**config.mk**
```make
export PLATFORM = sky130hd
export DESIGN_NAME = ff_reg_arbiter_flat
export DESIGN_NICKNAME = d
export VERILOG_FILES = /design/src/rtl/ff_reg_arbiter_if.sv /design/src/rtl/ff_reg_arbiter.sv /design/src/flat_wrapper.sv
export SDC_FILE = /design/constraint.sdc
export NUM_CORES = 1
export LEC_CHECK = 0
export CORE_MARGIN = 4
export CORE_UTILIZATION = 39
export DETAILED_ROUTE_END_ITERATION = 6
export PLACE_DENSITY = 0.78
export SETUP_SLACK_MARGIN = 0.4
export SLEW_MARGIN = 15
export SYNTH_ARGS = -nofsm -noshare
export SYNTH_HDL_FRONTEND = slang
export SYNTH_SLANG_ARGS = --single-unit
```
**constraint.sdc**
```tcl
create_clock -name clk -period 1.7 [get_ports clk]
set_input_delay 0.34 -clock clk [delete_from_list [all_inputs] [get_ports clk]]
set_output_delay 0.34 -clock clk [all_outputs]
set_load 0.1 [all_outputs]
```
**src/rtl/ff_reg_arbiter_if.sv**
```systemverilog
// ff_reg_arbiter_if: req/gnt/ack handshake and register-status bundle; master = requesters, slave = arbiter
interface ff_reg_arbiter_if #(parameter int NREQ = 4, parameter int WIDTH = 8);
  logic [NREQ-1:0] req;
  logic [NREQ*WIDTH-1:0] wdata;
  logic [NREQ-1:0] gnt;
  logic [NREQ-1:0] ack;
  logic [WIDTH-1:0] q;
  logic busy;
  logic [7:0] wcount;
  modport master(output req, wdata, input gnt, ack, q, busy, wcount);
  modport slave(input req, wdata, output gnt, ack, q, busy, wcount);
endinterface

```
**src/rtl/ff_reg_arbiter.sv**
```systemverilog
// ff_reg_arbiter: round-robin (or fixed-priority with FF_ARB_FIXED_PRIO_EN) write arbiter for a shared register; ports clk, rst (async active-low), bus (slave: req/wdata in, gnt/ack/q/busy/wcount out)
module ff_reg_arbiter #(
  parameter int NREQ = 4,
  parameter int WIDTH = 8
) (
  input logic clk,
  input logic rst,
  ff_reg_arbiter_if.slave bus
);
  localparam int IW = $clog2(NREQ);
`ifdef FF_ARB_FIXED_PRIO_EN
  localparam bit RR = 1'b0;
`else
  localparam bit RR = 1'b1;
`endif
  typedef enum logic [1:0] {IDLE, GRANT, RELEASE} state_t;
  state_t state, state_nx;
  logic [IW-1:0] ptr, ptr_nx, gi, gi_nx, sel, base, g_inc;
  logic [NREQ-1:0] gnt, gnt_nx, ack, ack_nx;
  logic [WIDTH-1:0] q, q_nx;
  logic [7:0] cnt, cnt_nx;
  assign base = RR ? ptr : '0;
  assign g_inc = (gi == IW'(NREQ - 1)) ? '0 : gi + IW'(1);
  // descending scan so the lowest offset from base wins
  always_comb begin
    sel = '0;
    for (int i = NREQ - 1; i >= 0; i--)
      if (bus.req[(int'(base) + i) % NREQ]) sel = IW'((int'(base) + i) % NREQ);
  end
  always_comb begin
    state_nx = state;
    ptr_nx = ptr;
    gi_nx = gi;
    gnt_nx = gnt;
    ack_nx = '0;
    q_nx = q;
    cnt_nx = cnt;
    if (state == IDLE && |bus.req) begin
      gi_nx = sel;
      gnt_nx = NREQ'(1) << sel;
      state_nx = GRANT;
    end else if (state == GRANT && bus.req[gi]) begin
      q_nx = bus.wdata[gi*WIDTH +: WIDTH];
      ack_nx = gnt;
      cnt_nx = cnt + 8'd1;
      state_nx = RELEASE;
    end else if (state != IDLE && !bus.req[gi]) begin
      gnt_nx = '0;
      ptr_nx = RR ? g_inc : ptr;
      state_nx = IDLE;
    end
  end
  always_ff @(posedge clk or negedge rst) begin
    if (!rst) begin
      state <= IDLE;
      ptr <= '0;
      gi <= '0;
      gnt <= '0;
      ack <= '0;
      q <= '0;
      cnt <= '0;
    end else begin
      state <= state_nx;
      ptr <= ptr_nx;
      gi <= gi_nx;
      gnt <= gnt_nx;
      ack <= ack_nx;
      q <= q_nx;
      cnt <= cnt_nx;
    end
  end
  assign bus.gnt = gnt;
  assign bus.ack = ack;
  assign bus.q = q;
  assign bus.wcount = cnt;
  assign bus.busy = (state != IDLE);
endmodule

```
**src/flat_wrapper.sv**
```systemverilog
// flat-port wrapper written by rule: the top's interface ports become plain ports
module ff_reg_arbiter_flat 
#(
  parameter int NREQ = 4,
  parameter int WIDTH = 8
)
  (clk, rst, bus_req, bus_wdata, bus_gnt, bus_ack, bus_q, bus_busy, bus_wcount);
  ff_reg_arbiter_if #(.NREQ(NREQ), .WIDTH(WIDTH)) bus_i ();
  input logic clk;
  input logic rst;
  input wire logic [$bits(bus_i.req)-1:0] bus_req;
  input wire logic [$bits(bus_i.wdata)-1:0] bus_wdata;
  output wire logic [$bits(bus_i.gnt)-1:0] bus_gnt;
  output wire logic [$bits(bus_i.ack)-1:0] bus_ack;
  output wire logic [$bits(bus_i.q)-1:0] bus_q;
  output wire logic [$bits(bus_i.busy)-1:0] bus_busy;
  output wire logic [$bits(bus_i.wcount)-1:0] bus_wcount;
  assign bus_i.req = bus_req;
  assign bus_i.wdata = bus_wdata;
  assign bus_gnt = bus_i.gnt;
  assign bus_ack = bus_i.ack;
  assign bus_q = bus_i.q;
  assign bus_busy = bus_i.busy;
  assign bus_wcount = bus_i.wcount;
  ff_reg_arbiter #(.NREQ(NREQ), .WIDTH(WIDTH)) u_core (.clk(clk), .rst(rst), .bus(bus_i));
endmodule
```
==> run summary <==
outcome: completed
TritonCTS buffer count: 5
mux cell area share after synthesis: 0.159
Unique masters post-synth: 31
Setup-failing EPs final: 0
cell count after synthesis: 130
Critical R2R Capture: u_core.bus.wcount[6]
area growth from synthesis to layout: 83.8%
DRT Pass-1 Iters: 5
R2R Path Start: u_core.gi[1]
worst r2r path cells: 4
Post-DP HPWL: 3050 um
Sw Pwr: 3.02 mW
Final Hold Fails: 0
crit start category: register
Avg Cell Area, Syn: 12.0 um^2
Clock Tree Buf Depth: 2
clock network fraction of total power: 0.108
ANT nets after route: 0
worst path cell trace: mux4_2 > and2_4 > nand4_1 > xnor2_1
per-cell routed wire length: 15.7 um
Top delay family on crit path: multiplexers
sequential share of power: 0.218
total congestion overflow: 0
critical path depth: 4
Arr. time, crit path: 1.78 ns
Layout Skew: 0.00406 ns
Rel. slew slack: 0.756
Worst Max-Slew Pin Slew: 0.366 ns
ant diodes: 0
first-pass GRT wire length: 7060 um
CP peak stage delay: 0.65 ns
initial DRC count: 92
CTS Sinks: 30
GRT Overall Usage: 0.179
fin nets: 261
vias in the first global route: 1537
Crit-path slowest cell: mux4_2
Filler cells: 204
root buffer cell: clkbuf_8
Critical Path RT: 1.89 ns
Critical Path Sink Type: register
Combinational Power Share: 0.674
Finished Layout Cells: 270
Min Hold Slack: 0.440 ns
Core Area: 0.00377 mm^2
Crit Path Class: reg -> reg
Synth Area in Compound Gates: 0.0770
Die Ht: 71.2 um
fin crit share: 0.934
area of the multi-input gates: 847 um^2
Post-CTS Hold Fix Bufs: 0
Post-Synth XOR/XNOR Area: 0.0393
Total Die Area: 0.00507 mm^2
DR vias: 1432
# IOs: 63
post-synthesis simple-gate area fraction: 0.195
Max Cap Violations: 0
row cnt: 22
WL final: 4240 um
vias per cell: 5.30
Ys Warns: 0
Port Buf Inserts: 62
Slew Viols, Final: 0
gpl congestion: 0.870
largest net degree at the start of global routing: 31
Storage cell area: 763 um^2
Tot Pwr: 6.13 mW
sw frac: 0.493
Buf+Inv Stages, Crit Path: 0
LEAKAGE: 1.32 nW
Final Util: 0.760
TritonCTS clock tree: done
syn nets: 170
Power Density: 2140 mW/mm^2
die width: 71.2 um
Worst Hold Class: in -> async
minimum clock period: 1.59 ns
synthesis-stage register bit count: 30
largest family of logic cells by synthesized area: simple AND/OR/NAND/NOR gates
Fmax achieved: 630 MHz
sequential area share after synthesis: 0.482
initial antenna violation count: 0
Pint: 3.11 mW
Post-Syn Area: 0.00156 mm^2
DR DRC count: 0
layout cells sized above 1: 0.401
dpl cells: 252
post-synthesis adder-cell area fraction: 0.0161
clock-pin slew on the worst setup and hold paths: 0.06 ns
Max VDD drop: 1.28 mV
RSZ-0062 raised after global routing: true
crit-path max FO: 7
Reg2Reg Setup Slack: 0.11 ns
Initial Util: 0.413
worst skew pair latency: 0.28 ns
H-tree depth: 2
-- layout by cell type, fill, tap and decap left out, types with 2 or more instances in the layout --
cell type,Yosys,routed
nand3_2,0,3
o32ai_1,5,4
nand2_4,2,2
dfrtp_1,30,22
buf_6,3,4
clkbuf_8,0,8
dfrtp_2,0,7
buf_4,0,22
nand2b_1,2,2
and3_1,6,6
nand2_1,34,34
nand4_1,2,2
ha_1,2,2
xnor2_1,6,5
nor2b_1,4,3
mux4_1,8,8
clkdlybuf4s50_1,0,33
buf_12,0,25
dlygate4sd2_1,0,2
-- worst max-delay path by stage --
stage	startpoint	endpoint	slack (ns)
floorplan	u_core.gi[1]	u_core.base[1]	0.03
global placement	bus_req[3]	u_core.bus.wcount[6]	-0.21
detailed placement	bus_req[2]	u_core.bus.wcount[6]	-0.26
CTS	u_core.gi[1]	u_core.base[1]	0.09
global route	u_core.gi[1]	u_core.base[1]	0.06
finish	u_core.gi[1]	u_core.bus.wcount[6]	0.11
-- cell usage after synthesis --
library cell | instances | area [um^2]
clkbuf_1 | 1 | 3.75
a211oi_1 | 1 | 7.51
buf_6 | 3 | 33.8
and3_1 | 6 | 37.5
mux4_1 | 8 | 210
a21o_1 | 1 | 7.51
o32a_1 | 1 | 10.0
and2_4 | 1 | 8.76
nand2_4 | 2 | 22.5
o32ai_1 | 5 | 43.8
xnor2_1 | 6 | 52.6
nor2b_1 | 4 | 25.0
a211o_1 | 1 | 8.76
nand2b_1 | 2 | 12.5
o41ai_1 | 2 | 17.5
nor2_1 | 1 | 3.75
mux2_4 | 1 | 15.0
nor2_4 | 1 | 11.3
o21ai_0 | 3 | 15.0
ha_1 | 2 | 25.0
and3_2 | 1 | 7.51
buf_2 | 1 | 5.00
a21oi_1 | 2 | 10.0
inv_1 | 2 | 7.51
mux4_2 | 1 | 22.5
xor2_1 | 1 | 8.76
dfrtp_1 | 30 | 751
nand4_1 | 2 | 12.5
nor2_8 | 1 | 20.0
nand3_1 | 3 | 15.0
nand2_1 | 34 | 128
-- layout make-up --
cell class / count / share of cell area
Sequential cell: 30 / 0.266
Timing Repair Buffer: 88 / 0.375
Inverter: 2 / 0.00393
Multi-Input combinational cell: 94 / 0.296
Tap cell: 48 / 0.0210
Clock buffer: 8 / 0.0384
-- per-stage QoR --
stage	instance area [um^2]	setup TNS (ns)	setup slack [ns]
after global routing	2870	0	0.0629
final	2870	0	0.113
after global placement	2600	-4.01	-0.209
after CTS	2810	0	0.0912
after floorplan	1580	0	0.0340
after detailed placement	2600	-5.16	-0.264
-- registers in the layout, summed over array words and instances (netlist names) --
name / cells
u_core.bus.wcount: 8
u_core.bus.ack: 4
u_core.base: 2
u_core.state: 2
u_core.gi: 2
u_core.bus.gnt: 4
u_core.bus.q: 8
-- power by group through the flow --
stage	clock (mW)	combinational [mW]	sequential [mW]
global route	0.712	4.32	1.38
detailed placement	0	3.78	1.34
global placement	0	3.71	1.33
CTS	0.669	4.01	1.34
floorplan	0	1.14	2.54
finish	0.664	4.13	1.33
-- what timing repair did --
action | CTS | global route
gates cloned | 2 | 0
pin swaps | 9 | 7
endpoints found under the setup margin | 32 | 34
resized for setup | 16 | 15
buffers inserted | 5 | 3
-- kinds of logic after synthesis --
group | count (synthesis)
xor gates and xnor gates | 7
muxes | 10
AOI/OAI and AO/OA | 16
buffers and inverters | 7
and+or+nand+nor | 58
DFF | 30
adders and majority gates | 2
-- per-layer routing --
layer | vias up | GRT usage | wire, um
met5 | - | 0 | 0
met4 | 0 | 0.0731 | 77
met3 | 8 | 0.0617 | 384
met2 | 66 | 0.319 | 2180
met1 | 700 | 0.193 | 1600
li1 | 658 | - | -
Power figures use the tool's default switching activity.
